### config.mk
export PLATFORM = sky130hd
export DESIGN_NAME = hazard_stall_controller
export DESIGN_NICKNAME = d
export VERILOG_FILES = /design/src/rtl/hazard_stall_controller.sv
export SDC_FILE = /design/constraint.sdc
export NUM_CORES = 1
export LEC_CHECK = 0
export CAP_MARGIN = 15
export CELL_PAD_IN_SITES_DETAIL_PLACEMENT = 2
export CELL_PAD_IN_SITES_GLOBAL_PLACEMENT = 2
export CORE_ASPECT_RATIO = 1.75
export CORE_MARGIN = 2
export CORE_UTILIZATION = 35
export DETAILED_ROUTE_END_ITERATION = 12
export DONT_BUFFER_PORTS = 1
export HOLD_SLACK_MARGIN = 0.06
export PLACE_DENSITY_LB_ADDON = 0.25
export RECOVER_POWER = 50
export SYNTH_ARGS = -nofsm -noshare
export SYNTH_HDL_FRONTEND = slang
export SYNTH_SLANG_ARGS = --single-unit
### constraint.sdc
create_clock -name clk -period 2.2 [get_ports clk]
set_input_delay 0.44 -clock clk [delete_from_list [all_inputs] [get_ports clk]]
set_output_delay 0.44 -clock clk [all_outputs]
set_load 0.005 [all_outputs]
### src/rtl/hazard_stall_controller.sv
// Pipeline sequencer: load-use bubbles, taken-branch flushes, data-memory freezes and a timeout trap.
// Latency: enables/bubble/flush are combinational (same cycle); state, wait_cnt, stall_cycles registered.
// Backpressure: mem_ready=0 freezes all pipeline registers until the access completes or times out.
module hazard_stall_controller #(
   parameter int REG_W        = 4,
   parameter int BASE_REG     = 10,
   parameter int MAX_MEM_WAIT = 15
) (
   input  logic             clk,
   input  logic             rest,
   input  logic [REG_W-1:0] IFID_Register_Rd,
   input  logic [REG_W-1:0] IFID_Register_Rt,
   input  logic             IFIDMemRead,
   input  logic             IFIDMemWrite,
   input  logic [REG_W-1:0] IDEX_Register_Rd,
   input  logic             IDEXMemRead,
   input  logic             branch_taken,
   input  logic             mem_req,
   input  logic             mem_ready,
   output logic             PCWrite,
   output logic             IFIDWrite,
   output logic             IDEXWrite,
   output logic             EXMEMWrite,
   output logic             IDEXBubble,
   output logic             IFIDFlush,
   output logic             mem_timeout,
   output logic [7:0]       stall_cycles
);

   typedef enum logic [1:0] {
      RUN      = 2'd0,
      MEM_WAIT = 2'd1,
      ERR      = 2'd2
   } state_t;

   localparam logic [REG_W-1:0] BASE_ADDR  = REG_W'(BASE_REG);
   localparam logic [7:0]       WAIT_LIMIT = 8'(MAX_MEM_WAIT);

   state_t     state;
   state_t     state_nxt;
   state_t     dec_state;
   logic [7:0] wait_cnt;
   logic [7:0] wait_cnt_nxt;
   logic       timeout_nxt;
   logic       load_use;
   logic       freeze;
   logic       hazard_decode;

   // Load in EX whose destination is a source of the ID instruction (r0 never hazards).
   always_comb begin
      load_use = IDEXMemRead && (IDEX_Register_Rd != '0) &&
                 ((IDEX_Register_Rd == IFID_Register_Rd) ||
                  (IDEX_Register_Rd == IFID_Register_Rt) ||
                  ((IDEX_Register_Rd == BASE_ADDR) && (IFIDMemRead || IFIDMemWrite)));
   end

   // Next-state and same-cycle enable decode; reset cycle decodes as RUN.
   always_comb begin
      dec_state     = rest ? state : RUN;
      state_nxt     = dec_state;
      wait_cnt_nxt  = wait_cnt;
      timeout_nxt   = mem_timeout;
      freeze        = 1'b0;
      hazard_decode = 1'b0;
      PCWrite       = 1'b1;
      IFIDWrite     = 1'b1;
      IDEXWrite     = 1'b1;
      EXMEMWrite    = 1'b1;
      IDEXBubble    = 1'b0;
      IFIDFlush     = 1'b0;

      case (dec_state)
         RUN: begin
            if (mem_req && !mem_ready) begin
               freeze       = 1'b1;
               state_nxt    = MEM_WAIT;
               wait_cnt_nxt = 8'd1;
            end else begin
               hazard_decode = 1'b1;
            end
         end
         MEM_WAIT: begin
            if (!mem_ready) begin
               // EX is frozen, so branch/load-use inputs are stale and ignored.
               freeze       = 1'b1;
               wait_cnt_nxt = wait_cnt + 8'd1;
               if (wait_cnt == WAIT_LIMIT) begin
                  state_nxt   = ERR;
                  timeout_nxt = 1'b1;
               end
            end else begin
               // Freeze releases; the access is not re-issued this cycle.
               hazard_decode = 1'b1;
               state_nxt     = RUN;
               wait_cnt_nxt  = 8'd0;
            end
         end
         default: begin
            freeze      = 1'b1;
            timeout_nxt = 1'b1;
         end
      endcase

      if (freeze) begin
         PCWrite    = 1'b0;
         IFIDWrite  = 1'b0;
         IDEXWrite  = 1'b0;
         EXMEMWrite = 1'b0;
      end else if (hazard_decode) begin
         // A taken branch discards the ID instruction, so its load-use hazard is moot.
         if (branch_taken) begin
            IFIDFlush  = 1'b1;
            IDEXBubble = 1'b1;
         end else if (load_use) begin
            PCWrite    = 1'b0;
            IFIDWrite  = 1'b0;
            IDEXBubble = 1'b1;
         end
      end
   end

   // State, wait counter and sticky timeout registers.
   always_ff @(posedge clk) begin
      if (!rest) begin
         state       <= RUN;
         wait_cnt    <= 8'd0;
         mem_timeout <= 1'b0;
      end else begin
         state       <= state_nxt;
         wait_cnt    <= wait_cnt_nxt;
         mem_timeout <= timeout_nxt;
      end
   end

   // Saturating count of cycles where the PC was held.
   always_ff @(posedge clk) begin
      if (!rest) begin
         stall_cycles <= 8'd0;
      end else if (!PCWrite && (stall_cycles != 8'hFF)) begin
         stall_cycles <= stall_cycles + 8'd1;
      end
   end

endmodule

==> results.txt <==
RePlAce Congestion: 0.785
clock sinks: 19
total grt overflow: 0
Total GRT Usage: 17.1%
CP Depth: 4
post-CTS setup buffer count: 0
ANT nets after route: 0
Critical R2R Launch: state[0]$_SDFF_PN0_
First-pass DRT Iterations: 3
Initial Utilization: 36.8%
fin crit share: 89.0%
largest net degree at the start of global routing: 27
DR DRC count: 0
Max-Cap Viols: 0
Post-Syn Area per Cell: 8.70 um2
mux cell area share after synthesis: 6.05%
syn_nets: 155
initial antenna violation count: 0
max-slew violations: 0
VDD IR max: 0.000200 V
Post-CTS Resized: 0
crit end category: output port
main combinational cell family by area after synthesis: simple AND/OR/NAND/NOR gates
EDFF count, synth: 0
layout cells sized above 1: 8.33%
hpwl dp: 2.26 mm
Syn-to-layout area delta: 6.70%
Unique masters post-synth: 38
DR vias/cell: 5.58
IO Pins: 35
Die Wd: 47.5 um
reg-to-reg endpoint: stall_cycles[7]$_SDFFE_PN0P_
Synth Instances: 133
Clock Pin Slew Worst Setup and Hold Paths: 0.08 ns
actual slew at the worst max-slew pin: 0.695 ns
HP Class: input port to flop
placed insts: 171
reg2reg path depth: 6
critical path peak fanout: 6
global-route wire length before repair: 4.67 mm
num rows: 27
crit path launch type: flop
Mapped Area: 0.00116 mm2
P_leak: 0.452 nW
CTS max path bufs: 2
Synth Register Bits: 19
Slowest Stage Delay on Critical Path: 0.36 ns
reg2reg setup slack: 0.51 ns
fillers: 379
final hold violations: 0
Synth warnings: 0
Setup TNS: 0 ns
Adder-Cell Fraction of Synth Area: 2.16%
Synth Area in Simple Gates: 29.4%
Seq/Total Area, Yosys: 32.9%
DIE AREA: 0.00380 mm2
beginning of the critical path: state[0]$_SDFF_PN0_
post-synthesis xor/xnor area fraction: 10.6%
number of inserted diodes: 0
CTS buffer count: 3
hold_buf cts: 0
Finished Cell Area: 0.00123 mm2
worst setup path end: IDEXBubble
top cell family by delay on the critical path: compound AO/OA/AOI/OAI gates
Clock Skew: 0.00214 ns
cells along the critical path: nor2b_1, o21ai_0, and2_1, a21boi_0
Min Clock Period, post-route: 1.96 ns
total power draw: 0.685 mW
DR vias: 976
DR WL/cell: 16.4 um
Synth Area in Compound Gates: 16.0%
CTS tree: yes
commonest non-fill, non-tap cell in the layout: dfxtp_1
vias in the first global route: 1075
FFs w/ async S/R, synth: 0%
Worst path slowest cell: dfxtp_1
DR iter-0 viols: 11
Root Driver: clkbuf_8
CP arrival: 1.52 ns
Post-layout nets: 155
outcome: complete, no violations
RSZ-0062 raised after global routing: no
Max Fclk: 510 MHz
Clk Latency, worst-skew pair: 0.27 ns
H-tree levels: 1
setup violators final: 0
kind of critical path: flop to output port
Most used DFF post-synth: dfxtp_1
CP Data Required Time: 1.76 ns
core box area: 0.00314 mm2
max_slew headroom: 53.2%
WL final: 2.87 mm
hold_ws: 0.306 ns
final non-filler cell total: 175
PwrDens: 555 mW/mm2
PortBufs: 0
commonest cells after routing, fill and taps aside: dfxtp_1, nand2_1, nor2_1, xor2_1
post-placement cell area: 0.00119 mm2
WP buf/inv: 0
die height: 80.1 um
==> state kept, by name (all words and copies together), names as in the netlist <==
register      cells
wait_cnt          8
stall_cycles      8
mem_timeout       1
state             2
==> stage by stage <==
step           util, %  worst slack [ns]
2_1_floorplan        -             0.239
3_3_place_gp      37.8             0.303
3_5_place_dp      37.8             0.276
4_1_cts           39.3             0.214
5_1_grt           39.3            0.0674
6_report          39.3             0.241
==> worst min path at each step <==
stage / depth (start not counted) / from / slack [ns] / endpoint
6_report: 1 / rest / 0.31 / wait_cnt[0]$_SDFFE_PN0P_
5_1_grt: 1 / rest / 0.30 / mem_timeout$_SDFFE_PN0P_
4_1_cts: 1 / rest / 0.30 / wait_cnt[0]$_SDFFE_PN0P_
3_5_place_dp: 2 / wait_cnt[1]$_SDFFE_PN0P_ / 0.49 / wait_cnt[1]$_SDFFE_PN0P_
3_3_place_gp: 2 / wait_cnt[1]$_SDFFE_PN0P_ / 0.48 / wait_cnt[1]$_SDFFE_PN0P_
2_1_floorplan: 2 / wait_cnt[1]$_SDFFE_PN0P_ / 0.46 / wait_cnt[1]$_SDFFE_PN0P_
==> synth_stat cells (all sizes together), types with 2 or more instances <==
master,instances,area (um2)
nor2b,3,18.8
nor4,3,37.5
nand2,14,52.6
buf,2,15.0
clkbuf,4,15.0
nand4,3,18.8
nor2,11,41.3
o21ai,3,15.0
nand3,5,25.0
xnor2,4,35.0
ha,2,25.0
and4,2,17.5
xor2,10,87.6
and3,6,37.5
a21oi,6,30.0
mux2i,7,70.1
a21boi,5,41.3
dfxtp,19,380
nand2b,7,43.8
and2,2,12.5
==> cells by family after synthesis <==
kind of cell / count (synthesis)
AO/OA/AOI/OAI: 23
XOR/XNOR: 14
adder cells (fa/ha/maj): 2
buffers and inverters: 7
flip-flops: 19
multiplexers: 7
AND/OR/NAND/NOR: 61
==> layout make-up <==
type                       instances  area [um2]  area share, %
multi-input combinational        107         743           60.2
tap                               43        53.8           4.36
inverter                           1        3.75          0.304
timing repair buffer               1        7.51          0.608
clock buffer                       3        41.3           3.34
sequential                        19         380           30.8
clock inverter                     1        5.00          0.405
==> worst register-to-register path, stage by stage, from the launching register on <==
cell,delay [ns]
dfxtp_1,0.41
nor2b_1,0.26
o21ai_0,0.13
and2_1,0.23
buf_4,0.19
a21oi_1,0.17
mux2i_1,0.22
==> report_power, final <==
part / leakage, nW / switching [mW] / total, mW / internal [mW]
clock: 0.0255 / 0.133 / 0.259 / 0.127
sequential: 0.154 / 0.00797 / 0.358 / 0.350
combinational: 0.273 / 0.0379 / 0.0685 / 0.0305
==> metal layers <==
metal | up-vias | wire [um] | track usage, %
met1 | 482 | 971 | 15.5
met5 | - | 0 | 0
li1 | 469 | - | -
met2 | 20 | 1700 | 32.6
met4 | 0 | 59 | 7.50
met3 | 5 | 133 | 4.04
(Power assumes the default switching activity.)
